==> src/rtl/alarm_clock.sv <==
// alarm_clock: 12-hour time-of-day clock with one programmable alarm.
// The time advances by one second on every Clock_1Sec edge. Alarm is high while
// the alarm is enabled and the current hour, minute and AM/PM equal the alarm setting.
module alarm_clock (
    input  logic       Clock_1Sec,
    input  logic       Reset,
    input  logic       LoadTime,
    input  logic       LoadAlm,
    input  logic       AlarmEnable,
    input  logic       Set_AM_PM,
    input  logic       Alarm_AM_PM_In,
    input  logic [5:0] SetSecs,
    input  logic [5:0] SetMins,
    input  logic [5:0] AlarmMinsIn,
    input  logic [3:0] SetHours,
    input  logic [3:0] AlarmHoursIn,
    output logic       AM_PM,
    output logic       Alarm,
    output logic [5:0] Secs_C,
    output logic [5:0] Mins_C,
    output logic [3:0] Hours_C
);

    logic [5:0] r_secs;
    logic [5:0] r_mins;
    logic [3:0] r_hours;
    logic       r_am_pm;

    logic [5:0] r_alm_mins;
    logic [3:0] r_alm_hours;
    logic       r_alm_am_pm;

    logic [5:0] w_secs_nxt;
    logic [5:0] w_mins_nxt;
    logic [3:0] w_hours_nxt;
    logic       w_am_pm_nxt;
    logic       w_min_carry;
    logic       w_hour_carry;

    // Increment logic: seconds carry into minutes, minutes into hours, all on one edge.
    // Range checks use >= so that out-of-range loaded values still wrap.
    always_comb begin
        w_secs_nxt   = r_secs;
        w_mins_nxt   = r_mins;
        w_hours_nxt  = r_hours;
        w_am_pm_nxt  = r_am_pm;
        w_min_carry  = 1'b0;
        w_hour_carry = 1'b0;

        if (r_secs >= 6'd59) begin
            w_secs_nxt  = '0;
            w_min_carry = 1'b1;
        end else begin
            w_secs_nxt = r_secs + 6'd1;
        end

        if (w_min_carry) begin
            if (r_mins >= 6'd59) begin
                w_mins_nxt   = '0;
                w_hour_carry = 1'b1;
            end else begin
                w_mins_nxt = r_mins + 6'd1;
            end
        end

        if (w_hour_carry) begin
            if (r_hours == 4'd11) begin
                w_hours_nxt = 4'd12;
                w_am_pm_nxt = ~r_am_pm;
            end else if (r_hours >= 4'd12) begin
                w_hours_nxt = 4'd1;
            end else begin
                w_hours_nxt = r_hours + 4'd1;
            end
        end
    end

    // Time register: a load takes priority over counting and suppresses the increment.
    always_ff @(posedge Clock_1Sec or posedge Reset) begin
        if (Reset) begin
            r_secs  <= '0;
            r_mins  <= '0;
            r_hours <= 4'd12;
            r_am_pm <= 1'b0;
        end else if (LoadTime) begin
            r_secs  <= SetSecs;
            r_mins  <= SetMins;
            r_hours <= SetHours;
            r_am_pm <= Set_AM_PM;
        end else begin
            r_secs  <= w_secs_nxt;
            r_mins  <= w_mins_nxt;
            r_hours <= w_hours_nxt;
            r_am_pm <= w_am_pm_nxt;
        end
    end

    // Alarm setting register, loaded independently of the time register.
    always_ff @(posedge Clock_1Sec or posedge Reset) begin
        if (Reset) begin
            r_alm_mins  <= '0;
            r_alm_hours <= 4'd12;
            r_alm_am_pm <= 1'b0;
        end else if (LoadAlm) begin
            r_alm_mins  <= AlarmMinsIn;
            r_alm_hours <= AlarmHoursIn;
            r_alm_am_pm <= Alarm_AM_PM_In;
        end
    end

    // Alarm compare ignores seconds, so it stays high for the whole matching minute.
    always_comb begin
        Alarm = AlarmEnable
              && (r_hours == r_alm_hours)
              && (r_mins  == r_alm_mins)
              && (r_am_pm == r_alm_am_pm);
    end

    assign Secs_C  = r_secs;
    assign Mins_C  = r_mins;
    assign Hours_C = r_hours;
    assign AM_PM   = r_am_pm;

endmodule

==> config.mk <==
export PLATFORM = sky130hd
export DESIGN_NAME = alarm_clock
export DESIGN_NICKNAME = d
export VERILOG_FILES = /design/src/rtl/alarm_clock.sv
export SDC_FILE = /design/constraint.sdc
export NUM_CORES = 1
export LEC_CHECK = 0
export CORE_MARGIN = 2
export CORE_UTILIZATION = 47
export CTS_BUF_LIST = sky130_fd_sc_hd__clkbuf_2
export DETAILED_ROUTE_END_ITERATION = 10
export PLACE_DENSITY = 0.82
export REMOVE_ABC_BUFFERS = 1
export SLEW_MARGIN = 20
export SYNTH_ARGS = -nofsm -noshare
export SYNTH_HDL_FRONTEND = slang
export SYNTH_SLANG_ARGS = --single-unit
==> constraint.sdc <==
create_clock -name Clock_1Sec -period 1.75 [get_ports Clock_1Sec]
set_input_delay 0.35 -clock Clock_1Sec [delete_from_list [all_inputs] [get_ports Clock_1Sec]]
set_output_delay 0.35 -clock Clock_1Sec [all_outputs]
set_load 0.005 [all_outputs]
# Yosys cells after proc, flatten, opt, wreduce, memory -nomap -nowiden
# Cells that the tools add are included.
dict set report word_totals {
  ff_bits 28
  latch_bits 0
  mem_bits_rw 0
  mem_bits_ro 0
  output_inout_bits 18
  n_memories 0
}
dict set report op_classes {
  add_sub_neg 3
  n_mul 0
  div 0
  magnitude_cmp 3
  n_eq_ne 4
  shift 0
  muxes 15
  bitwise 1
  n_reduce_logical 7
}
# op n
set ops {}
lappend ops {{2-to-1 mux 6 bit} 5}
lappend ops {{2-to-1 mux 4 bit} 4}
lappend ops {{adder 6 x 1 -> 6 bit (second input constant)} 2}
lappend ops {{greater-or-equal comparator 6 bit (second input constant)} 2}
lappend ops {{== test 6 bit} 1}
lappend ops {{2-to-1 mux 1 bit} 6}
lappend ops {{nonzero test 2 bit} 3}
lappend ops {{adder 4 x 1 -> 4 bit (second input constant)} 1}
lappend ops {{== test 4 bit} 1}
lappend ops {{== test 4 bit (second input constant)} 1}
lappend ops {{greater-or-equal comparator 4 bit (second input constant)} 1}
lappend ops {{logical AND 1 bit} 3}
lappend ops {{AND reduction 2 bit} 1}
lappend ops {{== test 1 bit} 1}
lappend ops {{inverter 1 bit} 1}

# Depth between registers and ports, before layout
dict set report logic_depth {
  depth_word 5
  mapped_depth 5
}

# Least setup slack after synthesis
# No wires, ideal clock.
dict set report synth_path {
  kind {register to register}
  from {reg r_mins[0] (netlist: Mins_C[0])}
  to {reg r_am_pm (netlist: AM_PM)}
  setup_time_ns 0.082
  arrival_ns 1.489
  t_required_ns 1.668
  slack_ns 0.179
  stages_incl_launch_ff 5
  period_less_slack_ns 1.571
  path_cell_list {dfrtp_1 ha_1 o2111ai_4 or4_1 a31oi_1}
}
dict set report synth_via {
  elab_chain_len 5
}
# element line_no
set synth_rtl {}
lappend synth_rtl {{from (decl)} 25} ;# logic [5:0] r_mins;
lappend synth_rtl {{from (signal assigned)} 87} ;# r_mins <= SetMins;
lappend synth_rtl {{from (signal assigned)} 92} ;# r_mins <= w_mins_nxt;
lappend synth_rtl {{greater-or-equal comparator 6 bit} 58} ;# if (r_mins >= 6'd59) begin
lappend synth_rtl {{2-to-1 mux 1 bit} 58}
lappend synth_rtl {{2-to-1 mux 1 bit} 57} ;# if (w_min_carry) begin
lappend synth_rtl {{nonzero test 2 bit (no source line)} n/a}
lappend synth_rtl {{AND reduction 2 bit (no source line)} n/a}
lappend synth_rtl {{to (signal assigned)} 89} ;# r_am_pm <= Set_AM_PM;
lappend synth_rtl {{to (signal assigned)} 94} ;# r_am_pm <= w_am_pm_nxt;
lappend synth_rtl {{to (decl)} 27} ;# logic r_am_pm;
# No other way between the ends.
# A chain may end at the register's enable or synchronous reset.

# Final worst setup path
dict set report layout_path {
  from {reg r_mins[0] (netlist: Mins_C[0])}
  to {out Alarm}
}
dict set report layout_via {
  elab_chain_len 3
}
# element line_no
set layout_rtl {}
lappend layout_rtl {{== test 6 bit} 115} ;# && (r_mins == r_alm_mins)
lappend layout_rtl {{logical AND 1 bit} 115}
lappend layout_rtl {{logical AND 1 bit} 116} ;# && (r_am_pm == r_alm_am_pm);
lappend layout_rtl {{to (decl)} 18} ;# output logic Alarm,
# No other way between the ends.

==> results summary <==
The synthesis-to-layout area growth came out at 60.3%. The share of the Yosys chip area taken by registers is 45.7%. The number of different library cells used by synthesis comes to 36. The placeable core region is a little over 3000 µm². The number of synthesis warnings came out at 0.

TritonCTS created 3 clock buffers. The clock latency on the worst-skew pair came out at ~0.4 ns. The total DRC errors in the routed layout is 0.

The initial antenna violation count came out at 0. The height of the die came out at 61.3 µm. The critical path is of the reg2out type. The antenna diode count is 0. The setup check on the worst reg-to-reg path leaves a slack of -0.10 ns.

The clock-pin transition on the worst setup and hold timing paths is 0.28 ns. The final weighted congestion of routability-driven global placement came out at 0.838. Once detail routing completed, the nets flagged for antenna violations numbered 0.

Data on the critical path is required at its endpoint by 1.40 ns. The H-tree level count is 1. Setup repair after global routing could not meet its margin everywhere. Once the floorplan was initialized, standard cells occupied 49.8% of the core.

The endpoint type of the worst setup path is an output port. The static leakage came out at 1.03 nW. The count of flip-flops with a built-in enable after synthesis came out at 0. In this run the tool buffered the top-level ports with 50 buffer cells. The flow ran to the end, but the final reports show violations.

The tree is rooted in a sky130_fd_sc_hd__clkbuf_2. The placed instance area is 2190 µm². In this run the worst hold path is classified as in2async. The overall die area is between 3000 and 4000 µm². The most common cell in the synthesized netlist is sky130_fd_sc_hd__dfrtp_1.

The number of pins exceeding their max-slew limit in the final report came out at 0. The number of iterations in the first detailed-routing pass came out at 4. The post-layout net count came out at 261. The path depth of the worst reg2reg path came out at 6. The worst slew margin relative to its limit is a little over two thirds. By area the synthesized netlist is led by sky130_fd_sc_hd__dfrtp_1 (39%), sky130_fd_sc_hd__mux2_2 (8.0%), sky130_fd_sc_hd__dfstp_2 (6.8%), sky130_fd_sc_hd__xnor2_1 (6.8%), sky130_fd_sc_hd__o31ai_1 (2.9%). The start of the worst register-to-register path is Mins_C[5]. The top-level I/O count came out at 51. The die is 61.3 µm wide. The synthesized design devotes to its leading area cell type 38.9% of total area.

The synthesized area divided by synthesized cell count came out at ~11 µm². Counting instances in the post-synthesis netlist gives the leading cell types as sky130_fd_sc_hd__dfrtp_1 (24), sky130_fd_sc_hd__xnor2_1 (12), sky130_fd_sc_hd__mux2_2 (11). In this run the core area contains 20 standard-cell rows. VDD sags by at most 0.533 mV. After filler insertion, the fill cell instance count of the layout stands at 194. The average wire length per cell after detail routing is 19.8 µm. In this run the worst setup path begins at Mins_C[0]. The worst-case hold slack is 0.254 ns. The proportion of layout cells with a drive suffix above 1 is 32.6%. The post-placement cell count came out at between 200 and 250. The post-route cell area is 2480 µm².

The count of clock tree sinks is 28. In this run the power density over the cells is between 600 and 700 nW/µm². In this run the critical register-to-register path is captured at AM_PM. The checks that failed: setup timing.

STA classifies the critical path startpoint as a flop. The residual overflow from global routing is 0. The worst setup skew after layout is 0.0328 ns. Dividing the detail-routed via count by the number of cells gives around 5.9. The routed layout has 1,575 vias. The global-route total usage across every layer came out at 25.6%. The total setup violations reported at the end of the flow is 3.

The worst-margin pin slew is 0.458 ns. The number of global-route vias before repair came out at 1,475. The instance count of the mapped netlist came out at 145. Of all nets on the critical path, the largest fanout is 4.

The cell area after synthesis came out at 1550 µm². Of the available clock period, the critical path in the final layout requires 112%. The post-detailed-routing wire length is roughly 5.3 mm. The total power is 1.72 mW.

The number of DRC violations after detailed-routing iteration 0 is 88. The final instance count without filler cells came out at 268. The detailed placer's ending HPWL came out at 3.13 mm. The setup TNS is -0.326 ns. The first global-routing pass estimated 7.06 mm of wire. The most used flip-flop cell after synthesis is sky130_fd_sc_hd__dfrtp_1.

The maximum number of pins on one net before global-route repair came out at 29. The final worst setup slack is -0.202 ns. The share of flip-flops with an asynchronous set or reset after synthesis came out at 100%.

Data arrives at the worst endpoint at 1.60 ns. The max capacitance violation total is 0. The total of flip-flops plus latches after synthesis came out at 28. The clock tree from TritonCTS is done. After layout, the minimum clock period comes to 1.95 ns.

Summed over all instances, the cell type with the most area after synthesis is sky130_fd_sc_hd__dfrtp_1. The timing-limited maximum frequency is between 500 and 600 MHz. In this run the deepest clock path goes through 2 buffers. The number of endpoints with negative hold slack in the final report came out at 0.
worst max path at each step:
stage	end	slack [ns]
after floorplan	AM_PM	0.08
after global placement	Alarm	-0.17
after detailed placement	Alarm	-0.27
after CTS	Alarm	-0.16
after global routing	Alarm	-0.31
final	Alarm	-0.20
final cells by class:
type	count	area, µm²	share of cell area (%)
Sequential cell	28	711	28.7
Multi-Input combinational cell	102	880	35.5
Clock buffer	4	20.0	0.808
Timing Repair Buffer	84	790	31.9
Tap cell	44	55.1	2.22
Inverter	6	22.5	0.909
per-layer routing:
metal	global-route usage (%)	part of all wire, %	vias to the layer above
met1	31.0	36	763
met4	9.12	3.7	0
li1	-	-	706
met2	45.9	55	83
met3	3.99	5.0	23
met5	0	0	-
layout by cell type (no fill, tap or decap), drive strengths merged, types with 2 or more instances in the layout:
cell,count
and3,2
xnor2,12
dfrtp,24
nor2,5
ha,3
dfstp,4
o2111ai,2
nand4,5
a41oi,3
dlymetal6s2s,2
clkbuf,4
a31oi,4
nand2,8
or3,2
nor3,2
inv,6
o21ai,8
dlygate4sd2,9
a2bb2oi,4
a21oi,7
nand3,4
mux2,11
o31ai,6
a22o,2
buf,35
o2111a,2
clkdlybuf4s50,37
through the flow:
| stage | setup slack (ns) | utilization [%] |
|---|---|---|
| 2_1_floorplan | 0.0805 | - |
| 3_3_place_gp | -0.175 | 70.6 |
| 3_5_place_dp | -0.270 | 70.6 |
| 4_1_cts | -0.163 | 73.7 |
| 5_1_grt | -0.309 | 79.8 |
| 6_report | -0.202 | 79.8 |
logic make-up after synthesis:
kind of cell	after synthesis	share of synthesized area (%)
compound gates	43	21.5
simple gates	32	11.0
flops	28	45.7
buf+inv	15	3.97
xor+xnor	13	7.37
mux	11	8.02
fa+ha+maj	3	2.43
flip-flops by register name (all words and copies together) (netlist names):
register,cells
r_alm_hours,4
r_alm_am_pm,1
Secs_C,6
Mins_C,6
AM_PM,1
Hours_C,4
r_alm_mins,6
worst max-delay path, stage by stage, from the launching register on:
cell and delay, ns:
sky130_fd_sc_hd__dfrtp_1 0.50, sky130_fd_sc_hd__xnor2_1 0.23, sky130_fd_sc_hd__nand4_1 0.17, sky130_fd_sc_hd__nor3_2 0.18
sky130_fd_sc_hd__buf_2 0.14
power by group:
group          switching, mW  total [mW]  internal, mW
Clock                  0.200       0.260        0.0601
Combinational          0.292       0.664         0.373
Sequential            0.0665       0.792         0.726
Total                  0.558        1.72          1.16
what timing repair did:
action                                  CTS  global route
gates resized for setup                  23            30
hold buffers                              0             0
setup buffers                             9            11
endpoints found under the hold margin     0             0
gates cloned                              0             0
pin swaps                                 2             7
endpoints found under the setup margin   17            12
(Power assumes the default switching activity.)
